`config.mk`:
```
export PLATFORM = sky130hd
export DESIGN_NAME = pipe_stage_buf
export DESIGN_NICKNAME = d
export VERILOG_FILES = /design/src/rtl/pipe_stage_buf_pkg.sv /design/src/rtl/pipe_stage_buf_slot.sv /design/src/rtl/pipe_stage_buf.sv
export SDC_FILE = /design/constraint.sdc
export NUM_CORES = 1
export LEC_CHECK = 0
export CORE_ASPECT_RATIO = 0.8
export CORE_MARGIN = 2
export CORE_UTILIZATION = 35
export CTS_BUF_LIST = sky130_fd_sc_hd__clkbuf_4 sky130_fd_sc_hd__clkbuf_8 sky130_fd_sc_hd__clkbuf_16
export DETAILED_ROUTE_END_ITERATION = 8
export GPL_TIMING_DRIVEN = 0
export HOLD_SLACK_MARGIN = 0.15
export PLACE_DENSITY = 0.62
export SETUP_SLACK_MARGIN = 0.2
export SKIP_LAST_GASP = 1
export SLEW_MARGIN = 20
export SYNTH_ARGS = -nofsm -noshare
export SYNTH_HDL_FRONTEND = slang
export SYNTH_SLANG_ARGS = --single-unit
```
`constraint.sdc`:
```
create_clock -name clk -period 5.4 [get_ports clk]
set_input_delay 0.54 -clock clk [delete_from_list [all_inputs] [get_ports clk]]
set_output_delay 0.54 -clock clk [all_outputs]
set_load 0.05 [all_outputs]
```
`src/rtl/pipe_stage_buf_pkg.sv`:
```
// pipe_pkg: occupancy type, state constants and DEPTH legality check shared by the stage buffers.
package pipe_pkg;

    typedef logic [1:0] occ_t;

    localparam occ_t OCC_EMPTY = 2'd0;
    localparam occ_t OCC_ONE   = 2'd1;
    localparam occ_t OCC_FULL  = 2'd2;

    function automatic bit depth_ok(input int depth);
        return depth == 1 || depth == 2;
    endfunction

endpackage

```
`src/rtl/pipe_stage_buf_slot.sv`:
```
// pipe_slot: one WIDTH-bit payload entry with valid bit; clear wins over load and zeroes the payload.
module pipe_slot #(
    parameter int WIDTH = 32
) (
    input  logic             clk,
    input  logic             rst,
    input  logic             load,
    input  logic             clear,
    input  logic [WIDTH-1:0] d,
    output logic             valid,
    output logic [WIDTH-1:0] q
);

    always_ff @(posedge clk or posedge rst)
        if (rst) begin
            valid <= 1'b0;
            q     <= '0;
        end else if (clear) begin
            valid <= 1'b0;
            q     <= '0;
        end else if (load) begin
            valid <= 1'b1;
            q     <= d;
        end

endmodule

```
`src/rtl/pipe_stage_buf.sv`:
```
// pipe_stage_buf: valid/ready inter-stage buffer, plain register (DEPTH=1) or main+skid (DEPTH=2).
// Invalid entries always hold zero so a bubble decodes as a NOP downstream.
module pipe_stage_buf
    import pipe_pkg::*;
#(
    parameter int WIDTH   = 32,
    parameter int DEPTH   = 2,
    parameter int STALL_W = 16
) (
    input  logic               clk,
    input  logic               rst,
    input  logic               flush,
    input  logic               in_valid,
    output logic               in_ready,
    input  logic [WIDTH-1:0]   in_data,
    output logic               out_valid,
    input  logic               out_ready,
    output logic [WIDTH-1:0]   out_data,
    output occ_t               occupancy,
    output logic [STALL_W-1:0] stall_cycles
);

    logic             in_fire, out_fire;
    logic             main_valid, main_load, main_clear;
    logic             skid_valid;
    logic [WIDTH-1:0] main_q, skid_q;

    if (!depth_ok(DEPTH)) begin : g_bad_depth
        $error("pipe_stage_buf: DEPTH must be 1 or 2");
    end

    assign in_fire  = in_valid & in_ready;
    assign out_fire = main_valid & out_ready;

    // Main refills from skid when it holds the next entry, otherwise straight from upstream.
    assign main_load  = !flush & (main_valid ? out_fire & (skid_valid | in_fire) : in_fire);
    assign main_clear = flush | (out_fire & !skid_valid & !in_fire);

    pipe_slot #(.WIDTH(WIDTH)) u_main (
        .clk   (clk),
        .rst   (rst),
        .load  (main_load),
        .clear (main_clear),
        .d     (skid_valid ? skid_q : in_data),
        .valid (main_valid),
        .q     (main_q)
    );

    if (DEPTH == 2) begin : g_skid
        logic skid_load, skid_clear;
        assign skid_load  = !flush & in_fire & main_valid & !out_fire;
        assign skid_clear = flush | (skid_valid & out_fire);
        pipe_slot #(.WIDTH(WIDTH)) u_skid (
            .clk   (clk),
            .rst   (rst),
            .load  (skid_load),
            .clear (skid_clear),
            .d     (in_data),
            .valid (skid_valid),
            .q     (skid_q)
        );
        // Registered ready: breaks the combinational path back from out_ready.
        assign in_ready = !skid_valid;
    end else begin : g_reg
        assign skid_valid = 1'b0;
        assign skid_q     = '0;
        assign in_ready   = !main_valid | out_ready;
    end

    assign out_valid = main_valid;
    assign out_data  = main_q;
    assign occupancy = occ_t'({1'b0, main_valid}) + occ_t'({1'b0, skid_valid});

    always_ff @(posedge clk or posedge rst)
        if (rst)
            stall_cycles <= '0;
        else if (main_valid && !out_ready && !(&stall_cycles))
            stall_cycles <= stall_cycles + STALL_W'(1);

endmodule

```
==> summary.md <==
| Metric | Value |
|---|---|
| Post-cts sizing count | `0` |
| Via/cell ratio | `approximately 4.9` |
| IO Port Bufs | `88` |
| Main combinational cell family by area after synthesis | `compound AO/OA/AOI/OAI gates` |
| Htree depth | `3` |
| Crit-path max FO | `9` |
| Final period util | `0.462` |
| Worst hold path class | `flop to flop` |
| Mux share of post-synthesis cell area | `0.0962` |
| # diodes | `0` |
| DR WL/cell | `15.5 um` |
| Crit start category | `flop` |
| Clock Pin Slew Worst Setup and Hold Paths | `0.06 ns` |
| Final Max Tran Viols | `0` |
| I/O pins | `a little under 90` |
| Register area share after synthesis | `0.588` |
| Fin crit period | `around 2.5 ns` |
| Synth warn | `0` |
| Die area | `10,800 um^2` |
| CP Capture Type | `output pin` |
| Largest cells by area after synthesis | `dfrtp_1 (59%), mux2i_1 (9.2%), a22o_1 (8.0%)` |
| FF/Latch Area | `2050 um^2` |
| Total number of vias | `~2.6k` |
| Synth Area in Simple Gates | `0.102` |
| Die W | `116 um` |
| R2r setup slk | `3.52 ns` |
| Post-synthesis compound-gate area fraction | `0.143` |
| Final Cell Area | `between 4000 and 5000 um^2` |
| Worst reg2reg path depth | `4` |
| CTS buffer count | `9` |
| Setup Total Neg Slack | `0 ns` |
| Final WL | `8300 um` |
| CTS tree | `yes` |
| CP Data Arrival Time | `about 2.0 ns` |
| Slew headroom | `0.592` |
| CP startpoint | `u_main.valid` |
| RSZ-0062 raised after global routing | `no` |
| DRC violations left | `0` |
| Vias in the first global route | `2,626` |
| Peak supply drop | `about 200 uV` |
| Initial antenna violation count | `0` |
| Cells after synthesis | `295` |
| Setup crit end | `occupancy[0]` |
| Top cell type's share of synthesized area | `0.588` |
| Count leader, synth | `dfrtp_1` |
| Clock Latency Late Sink | `0.33 ns` |
| Post-synth EDFFs | `0` |
| Yosys cell types | `32` |
| Remaining antenna violation count | `0` |
| GR Util All Layers | `0.163` |
| Post-synth top area cell | `dfrtp_1` |
| Hold-fix buffers, CTS | `0` |
| RR Endpoint | `g_skid.u_skid.q[24]` |
| CORE AREA | `9650 um^2` |
| FP Rows | `32` |
| Status | `finished clean` |
| Syn-to-layout area delta | `39.8%` |
| Synthesized area per cell | `11.8 um^2` |
| Critical path class | `flop to output pin` |
| PwrDens | `343 nW/um^2` |
| Post-CTS setup buffer count | `0` |
| First-pass GRT wire length | `13,500 um` |
| Post-synth top flop | `dfrtp_1` |
| Post-synthesis xor/xnor area fraction | `0.0377` |
| Fmax | `400 MHz` |
| Synth Area in Adders | `0.00718` |
| Post-synthesis async set-or-reset flop share | `1.00` |
| NumNets Final | `roughly 430` |
| Root buf cell | `clkbuf_16` |
| Lkg Pwr | `~2.1 nW` |
| Syn_nets | `334` |
| Skew final | `slightly below 0.004 ns` |
| Area used by multi-input combinational logic | `between 1000 and 1500 um^2` |
| GP Congestion | `0.747` |
| Die Y | `93.3 um` |
| First DRT Iteration DRCs | `96` |
| Hold Path Stages | `2` |
| Drt pass-1 iters | `4` |
| Endpoints failing setup | `0` |
| Final hold viol count | `0` |
| Worst-margin pin slew | `0.607 ns` |
| Max Cap Violations | `0` |
| Placed inst area | `4570 um^2` |
| Post-Syn Area | `3490 um^2` |
| Fill cells | `876` |
| GR Overflow Total | `0` |
| Worst r2r src | `u_main.valid` |
| Required time of the critical path | `4.86 ns` |
| Sink Count | `82` |
| Post-DP HPWL | `roughly 5600 um` |
| Layout cells sized above 1 | `0.0750` |
| Largest net degree at the start of global routing | `47` |
| Worst-case clock buffer depth | `2` |
| Commonest cells in the netlist | `dfrtp_1 (82), nand2_1 (39), o21ai_0 (34), a22o_1 (32), mux2i_1 (32)` |
| Register bit total from synthesis | `slightly above 80` |
| Starting Density | `0.361` |
-- critical path: stages, from the launching register on --
cell	delay, ns
dfrtp_1	0.47
ha_1	0.32
clkdlybuf4s50_1	0.84
-- layer usage --
metal / vias to the layer above / GRT usage / routed length, um
met2: 74 / 0.251 / 3890
met5: - / 0 / 0
met3: 8 / 0.0473 / 432
met4: 0 / 0.0512 / 84
met1: 1287 / 0.221 / 3890
li1: 1256 / - / -
-- registers in the layout, summed over array words and instances (netlist names) --
signal and count:
g_skid.u_skid.q 32, g_skid.u_skid.valid 1, stall_cycles 16, u_main.q 32, u_main.valid 1
-- stage by stage --
| step | utilization | hold WS (ns) | total power, mW | setup WS (ns) | cells |
|---|---|---|---|---|---|
| 6_report | 0.505 | 0.480 | 1.67 | 2.90 | 536 |
| 5_1_grt | 0.505 | 0.512 | 1.75 | 2.85 | 536 |
| 4_1_cts | 0.505 | 0.484 | 1.70 | 2.89 | 536 |
| 3_5_place_dp | 0.473 | 0.470 | 1.07 | 2.95 | 520 |
| 3_3_place_gp | 0.470 | 0.463 | 1.06 | 1.34 | 519 |
| 2_1_floorplan | - | 0.473 | 0.926 | 2.75 | 295 |
-- power breakdown --
part / internal [mW] / total (mW) / leakage [nW] / switching (mW)
sequential: 0.656 / 0.699 / 1.12 / 0.0428
combinational: 0.132 / 0.357 / 0.830 / 0.225
clock: 0.381 / 0.617 / 0.151 / 0.236
-- cells in the final DEF, fill, tap and decap left out, types with 2 or more instances in the layout --
cell and n:
nand3_1 3, a21oi_1 4, clkbuf_8 2, nor4_1 4, xor2_1 8, nor2b_1 2, buf_2 7, o21ai_0 34
clkinv_2 3, a22o_1 32, nor2_1 2, inv_1 2, clkbuf_16 9, clkbuf_1 9, mux2i_1 32, nand4_1 7
ha_1 2, xnor2_1 7, clkdlybuf4s50_1 88, dfrtp_1 82, nand2_1 39, nor3_1 4
-- how the worst min path moves through the flow --
stage                        from                 end
3_5_place_dp          u_main.q[1]         u_main.q[1]
4_1_cts               u_main.q[1]         u_main.q[1]
3_3_place_gp         u_main.q[29]        u_main.q[29]
6_report             u_main.q[27]        u_main.q[27]
2_1_floorplan  g_skid.u_skid.q[0]  g_skid.u_skid.q[0]
5_1_grt              u_main.q[23]        u_main.q[23]
-- area by class of cell --
type	instances	share of cell area
buffer	17	0.0164
clock buffer	11	0.0519
clock inverter	5	0.0108
inverter	3	0.00282
multi-input combinational	193	0.276
sequential	82	0.421
tap	136	0.0349
timing repair buffer	89	0.186
-- cell families (layout without fill, tap and decap cells) --
logic type / after synthesis / count (layout)
DFF: 82 / 82
AOI/OAI and AO/OA: 73 / 73
and+or+nand+nor: 70 / 70
muxes: 33 / 33
buffers and inverters: 20 / 125
xor gates and xnor gates: 15 / 15
adders and majority gates: 2 / 2
Note: power is estimated with default switching activity, not from simulation.
